==> src/rtl/giaima_7doan_pkg.sv <==
// Shared constants and the hex-to-7-segment decode for the digit scanner.
package giaima_7doan_pkg;

  localparam logic [7:0] SSEG_BLANK = 8'h00;
  localparam int         GHOST_CYC  = 2;

  // Segment order {g,f,e,d,c,b,a}, active-high
  function automatic logic [6:0] hex7(input logic [3:0] code);
    logic [6:0] seg;
    case (code)
      4'h0:    seg = 7'h3F;
      4'h1:    seg = 7'h06;
      4'h2:    seg = 7'h5B;
      4'h3:    seg = 7'h4F;
      4'h4:    seg = 7'h66;
      4'h5:    seg = 7'h6D;
      4'h6:    seg = 7'h7D;
      4'h7:    seg = 7'h07;
      4'h8:    seg = 7'h7F;
      4'h9:    seg = 7'h6F;
      4'hA:    seg = 7'h77;
      4'hB:    seg = 7'h7C;
      4'hC:    seg = 7'h39;
      4'hD:    seg = 7'h5E;
      4'hE:    seg = 7'h79;
      default: seg = 7'h71;
    endcase
    return seg;
  endfunction

endpackage

==> src/rtl/giaima_7doan_lut.sv <==
// Combinational digit decode: hex glyph gated by ena_i, decimal point passed through.
module giaima_7doan_lut
  import giaima_7doan_pkg::*;
(
  input  logic [3:0] code_i,
  input  logic       ena_i,
  input  logic       dp_i,
  output logic [7:0] sseg_o
);

  assign sseg_o = {dp_i, ena_i ? hex7(code_i) : SSEG_BLANK[6:0]};

endmodule

==> src/rtl/giaima_7doan_quet.sv <==
// Time-multiplexed N-digit hex 7-segment scanner with per-frame input snapshot
// and leading-zero suppression. Define GIAIMA_QUET_GHOST_BLANK_EN for anti-ghost gaps.
module giaima_7doan_quet
  import giaima_7doan_pkg::*;
#(
  parameter int N_DIGIT       = 4,
  parameter int SCAN_DIV      = 50000,
  parameter int AN_ACTIVE_LOW = 1
) (
  input  logic                 clk,
  input  logic                 rst_n,
  input  logic [4*N_DIGIT-1:0] so_gma,
  input  logic [N_DIGIT-1:0]   ena,
  input  logic [N_DIGIT-1:0]   dp,
  input  logic                 lz_en,
  output logic [7:0]           sseg,
  output logic [N_DIGIT-1:0]   an,
  output logic                 frame_start
);

  localparam int CNT_W = (SCAN_DIV > 1) ? $clog2(SCAN_DIV) : 1;
  localparam int IDX_W = (N_DIGIT > 1) ? $clog2(N_DIGIT) : 1;
  localparam logic [CNT_W-1:0]   CNT_MAX = CNT_W'(SCAN_DIV - 1);
  localparam logic [IDX_W-1:0]   IDX_MAX = IDX_W'(N_DIGIT - 1);
  localparam logic [N_DIGIT-1:0] AN_ONE  = N_DIGIT'(1);
  localparam logic [N_DIGIT-1:0] AN_OFF  = (AN_ACTIVE_LOW != 0) ? {N_DIGIT{1'b1}} : '0;

`ifdef GIAIMA_QUET_GHOST_BLANK_EN
  if (SCAN_DIV < 4) begin : g_scan_div_chk
    $error("giaima_7doan_quet: SCAN_DIV must be >= 4 with ghost blanking");
  end
`endif

  logic [CNT_W-1:0]     cnt_q, cnt_d;
  logic [IDX_W-1:0]     idx_q, idx_d;
  logic [4*N_DIGIT-1:0] code_s_q;
  logic [N_DIGIT-1:0]   ena_s_q, dp_s_q;
  logic                 lz_s_q;
  logic [N_DIGIT-1:0]   an_q, an_d;
  logic [7:0]           sseg_q, sseg_d;
  logic                 fs_q, fs_d;

  logic                 slot_end, frame_end;
  logic [3:0]           code_sel;
  logic                 ena_sel, dp_sel, supp, blank;
  logic [7:0]           sseg_lut;
  logic [N_DIGIT-1:0]   an_sel;

  assign slot_end  = (cnt_q == CNT_MAX);
  assign frame_end = slot_end && (idx_q == IDX_MAX);
  assign cnt_d     = slot_end ? '0 : cnt_q + 1'b1;
  assign idx_d     = slot_end ? ((idx_q == IDX_MAX) ? '0 : idx_q + 1'b1) : idx_q;

  // Select the active digit and decide whether it is a suppressed leading zero
  always_comb begin
    code_sel = 4'h0;
    ena_sel  = 1'b0;
    dp_sel   = 1'b0;
    supp     = lz_s_q && (idx_q != '0);
    for (int j = 0; j < N_DIGIT; j++) begin
      if (idx_q == IDX_W'(j)) begin
        code_sel = code_s_q[4*j +: 4];
        ena_sel  = ena_s_q[j];
        dp_sel   = dp_s_q[j];
      end
      if ((IDX_W'(j) >= idx_q) && ena_s_q[j] && (code_s_q[4*j +: 4] != 4'h0))
        supp = 1'b0;
    end
  end

  giaima_7doan_lut u_lut (
    .code_i (code_sel),
    .ena_i  (ena_sel & ~supp),
    .dp_i   (dp_sel & ena_sel),
    .sseg_o (sseg_lut)
  );

`ifdef GIAIMA_QUET_GHOST_BLANK_EN
  assign blank = (cnt_q < CNT_W'(GHOST_CYC));
`else
  assign blank = 1'b0;
`endif

  assign an_sel = AN_ONE << idx_q;
  assign an_d   = blank ? AN_OFF : ((AN_ACTIVE_LOW != 0) ? ~an_sel : an_sel);
  assign sseg_d = blank ? SSEG_BLANK : sseg_lut;
  assign fs_d   = (idx_q == '0) && (cnt_q == '0);

  // Prescaler, snapshot and output registers; outputs lag idx by one clock
  always_ff @(posedge clk or negedge rst_n) begin
    if (!rst_n) begin
      cnt_q    <= '0;
      idx_q    <= '0;
      code_s_q <= '0;
      ena_s_q  <= '0;
      dp_s_q   <= '0;
      lz_s_q   <= 1'b0;
      an_q     <= AN_OFF;
      sseg_q   <= SSEG_BLANK;
      fs_q     <= 1'b0;
    end else begin
      cnt_q  <= cnt_d;
      idx_q  <= idx_d;
      an_q   <= an_d;
      sseg_q <= sseg_d;
      fs_q   <= fs_d;
      if (frame_end) begin
        code_s_q <= so_gma;
        ena_s_q  <= ena;
        dp_s_q   <= dp;
        lz_s_q   <= lz_en;
      end
    end
  end

  assign an          = an_q;
  assign sseg        = sseg_q;
  assign frame_start = fs_q;

endmodule
==> config.mk <==
export PLATFORM = sky130hd
export DESIGN_NAME = giaima_7doan_quet
export DESIGN_NICKNAME = d
export VERILOG_FILES = /design/src/rtl/giaima_7doan_pkg.sv /design/src/rtl/giaima_7doan_lut.sv /design/src/rtl/giaima_7doan_quet.sv
export SDC_FILE = /design/constraint.sdc
export NUM_CORES = 1
export LEC_CHECK = 0
export ABC_AREA = 0
export BUFFER_PORTS_ARGS = -buffer_cell sky130_fd_sc_hd__buf_2
export CAP_MARGIN = 20
export CORE_ASPECT_RATIO = 0.75
export CORE_UTILIZATION = 58
export DETAILED_ROUTE_END_ITERATION = 10
export PLACE_DENSITY = 0.81
export SETUP_SLACK_MARGIN = 0.5
export SYNTH_ARGS = -nofsm -noshare
export SYNTH_HDL_FRONTEND = slang
export SYNTH_SLANG_ARGS = --single-unit
==> constraint.sdc <==
create_clock -name clk -period 8.1 [get_ports clk]
set_clock_uncertainty 0.2 [all_clocks]
set_input_delay 0.405 -clock clk [delete_from_list [all_inputs] [get_ports clk]]
set_output_delay 0.405 -clock clk [all_outputs]
set_load 0.05 [all_outputs]
==> flow_summary.toml <==
[sta]
period_share = 0.350
setup-tns-final_ns = 0
hold_violations = 0
fin_crit_ns = 2.84
setup_violations = 0
slew_viol_final = 0
rsz0062_at_grt = "no"
relSlewSlack = 0.455
fmax_ghz = 0.353
worst_slew_pin_slew_ns = 0.811

[global_routing]
grt_overflow = 0
antenna_found_initial = 0
grtUsageTotal = 0.235
grt_pass1_vias = 1845
grt_pass1_wl_um = 8980
grt_max_degree = 57

[placement]
dp_hpwl_um = 3800
port_buffers = 39
gp_congestion = 0.865

[floorplan]
rows = 21
die_x_um = 82.2
io_pins = 40
coreArea_um2 = 4550
dieArea_um2 = 5110
start_util = 0.616
die_y_um = 62.2

[min_path]
min_path_type = "in -> async"

[finish]
drive_gt1_frac = 0.287
nets = 320
area_delta_synth_final_pct = 11.6
antenna_cells = 0

[logic_synthesis]
synth_area_leaders = "dfrtp_1, mux2_4, ha_1"
synth_edf_count = 0
yosysSeqAreaShare = 0.502
synth_ff_type = "dfrtp_1"
avgSynthCellArea_um2 = 11.7
syn-cell-area_um2 = 2800
ys_async_sr_fraction = 1.00
ys_ff_latch = 56
yosysMostFrequentCell = "dfrtp_1"
synth_nets = 278
yosysWarnings = 0
synthTopCellsByCount = "dfrtp_1, nand2_1, mux2_4"
synth_cell_types = 45
synth_top_area_frac = 0.465
syn-instance-count = 239
netlist.top_cell.by_area = "dfrtp_1"

[cts]
clock_latency_ns = 0.31
postCtsResizedCells = 0
cts_buffer_depth = 2
clockRootBuffer = "clkbuf_8"
htreeDepth = 2
post_cts_buffers = 0
cts_tree = "yes"
clkTransAtPathRegs_ns = 0.10
ctsHoldBuffers = 0
cts_buffers = 5
clock_sinks = 56

[detailed_routing]
first_iter_violations = 107
detail_route.first_pass.iterations = 4
wirelength_um = 5280
ant_nets = 0
dr_total_vias = 1926
drc = 0
vias_per_cell = 5.68
routedWlPerCell_um = 15.6

[run]
maxCapViolCount = 0

[power_and_ir_drop]
max-vdd-ir-drop_uv = 151
p_leak_nw = 1.58
power_mw = 0.496
powerDensity_nw_per_um2 = 159

[critical_path]
cp.arrival_ns = 2.87
crit_type = "reg -> reg"
critPathMaxFanout = 9
end_kind = "flop"
critPathLaunchType = "flop"
rr_worst_depth = 7
reg2reg_slack_ns = 5.26
cp.required_ns = 8.13

[status]
status = "finished, final reports clean"
[critical path, cell delays in order (launching register included)]
cell      delay [ns]
dfrtp_1         0.41
ha_1            0.33
nand2b_1        0.29
o221ai_1        0.51
inv_1           0.20
ha_1            0.27
or3_1           0.37
a31oi_1         0.17
[area by class of cell]
class | count | area (µm²)
fillers | 343 | 1420
repair buffers | 41 | 208
multi-input cells | 167 | 1310
inverters | 10 | 37.5
clock inverters | 3 | 18.8
clock buffers | 5 | 68.8
well taps | 57 | 71.3
flip-flops and latches | 56 | 1410
[final timing paths]
path,to,from
max reg2reg,sseg[0],idx_q[0]
max,sseg[0],idx_q[0]
min in group clk,code_s_q[1],so_gma[1]
min,cnt_q[11],rst_n
min reg2reg,cnt_q[0],cnt_q[0]
max in group asynchronous,dp_s_q[0],rst_n
[layer usage]
layer	routed length, µm	global-route usage	vias to the layer above
li1	-	-	932
met1	2810	0.374	936
met2	2170	0.311	51
met3	230	0.0544	7
met4	74	0.0746	0
met5	0	0	-
[state kept, by name, indices dropped and copies added (netlist names)]
signal       flops
sseg             8
code_s_q        16
ena_s_q          4
idx_q            2
lz_s_q           1
an               4
cnt_q           16
dp_s_q           4
frame_start      1
[placed cells by master (no fill, tap or decap), types with 2 or more instances in the layout]
cell / count
a211oi_1: 3
or3_1: 3
nor2_1: 13
nand3_1: 15
nor3_1: 5
dfstp_2: 4
nand2_1: 22
dfrtp_1: 52
ha_1: 12
a31oi_1: 3
clkinv_2: 2
xor2_1: 8
buf_2: 39
nor4_1: 2
inv_1: 10
nor2b_1: 2
mux2i_1: 3
and4_1: 3
a21oi_1: 3
nand2b_1: 4
mux2_4: 20
clkbuf_8: 5
xnor2_1: 6
o21ai_0: 5
and3_1: 5
nand3b_1: 2
mux2_2: 6
o211ai_1: 3
or4_1: 3
[per-stage QoR]
step	instances	hold WS, ns	setup slack [ns]	instance area [µm²]	util
after floorplan	239	-0.0906	5.51	2800	-
after global placement	330	0.270	5.34	3030	0.667
after detailed placement	330	0.277	5.07	3030	0.667
after CTS	338	0.0378	5.05	3120	0.686
after global routing	339	0.0756	5.05	3120	0.687
final	339	0.0187	5.26	3120	0.687
[cell families (layout without fill, tap and decap cells)]
logic type / Yosys count / in the layout / synth area share
muxes: 29 / 29 / 0.142
xor gates and xnor gates: 14 / 14 / 0.0438
DFF: 56 / 56 / 0.502
and+or+nand+nor: 84 / 84 / 0.160
adders and majority gates: 12 / 12 / 0.0536
AOI/OAI and AO/OA: 28 / 28 / 0.0702
buffers and inverters: 16 / 59 / 0.0282
[where the power goes]
part | internal (mW) | leakage (nW) | switching (mW)
combinational | 0.0211 | 0.843 | 0.0302
sequential | 0.289 | 0.685 | 0.00595
clock | 0.0605 | 0.0479 | 0.0891
Note: power is estimated with default switching activity, not from simulation.
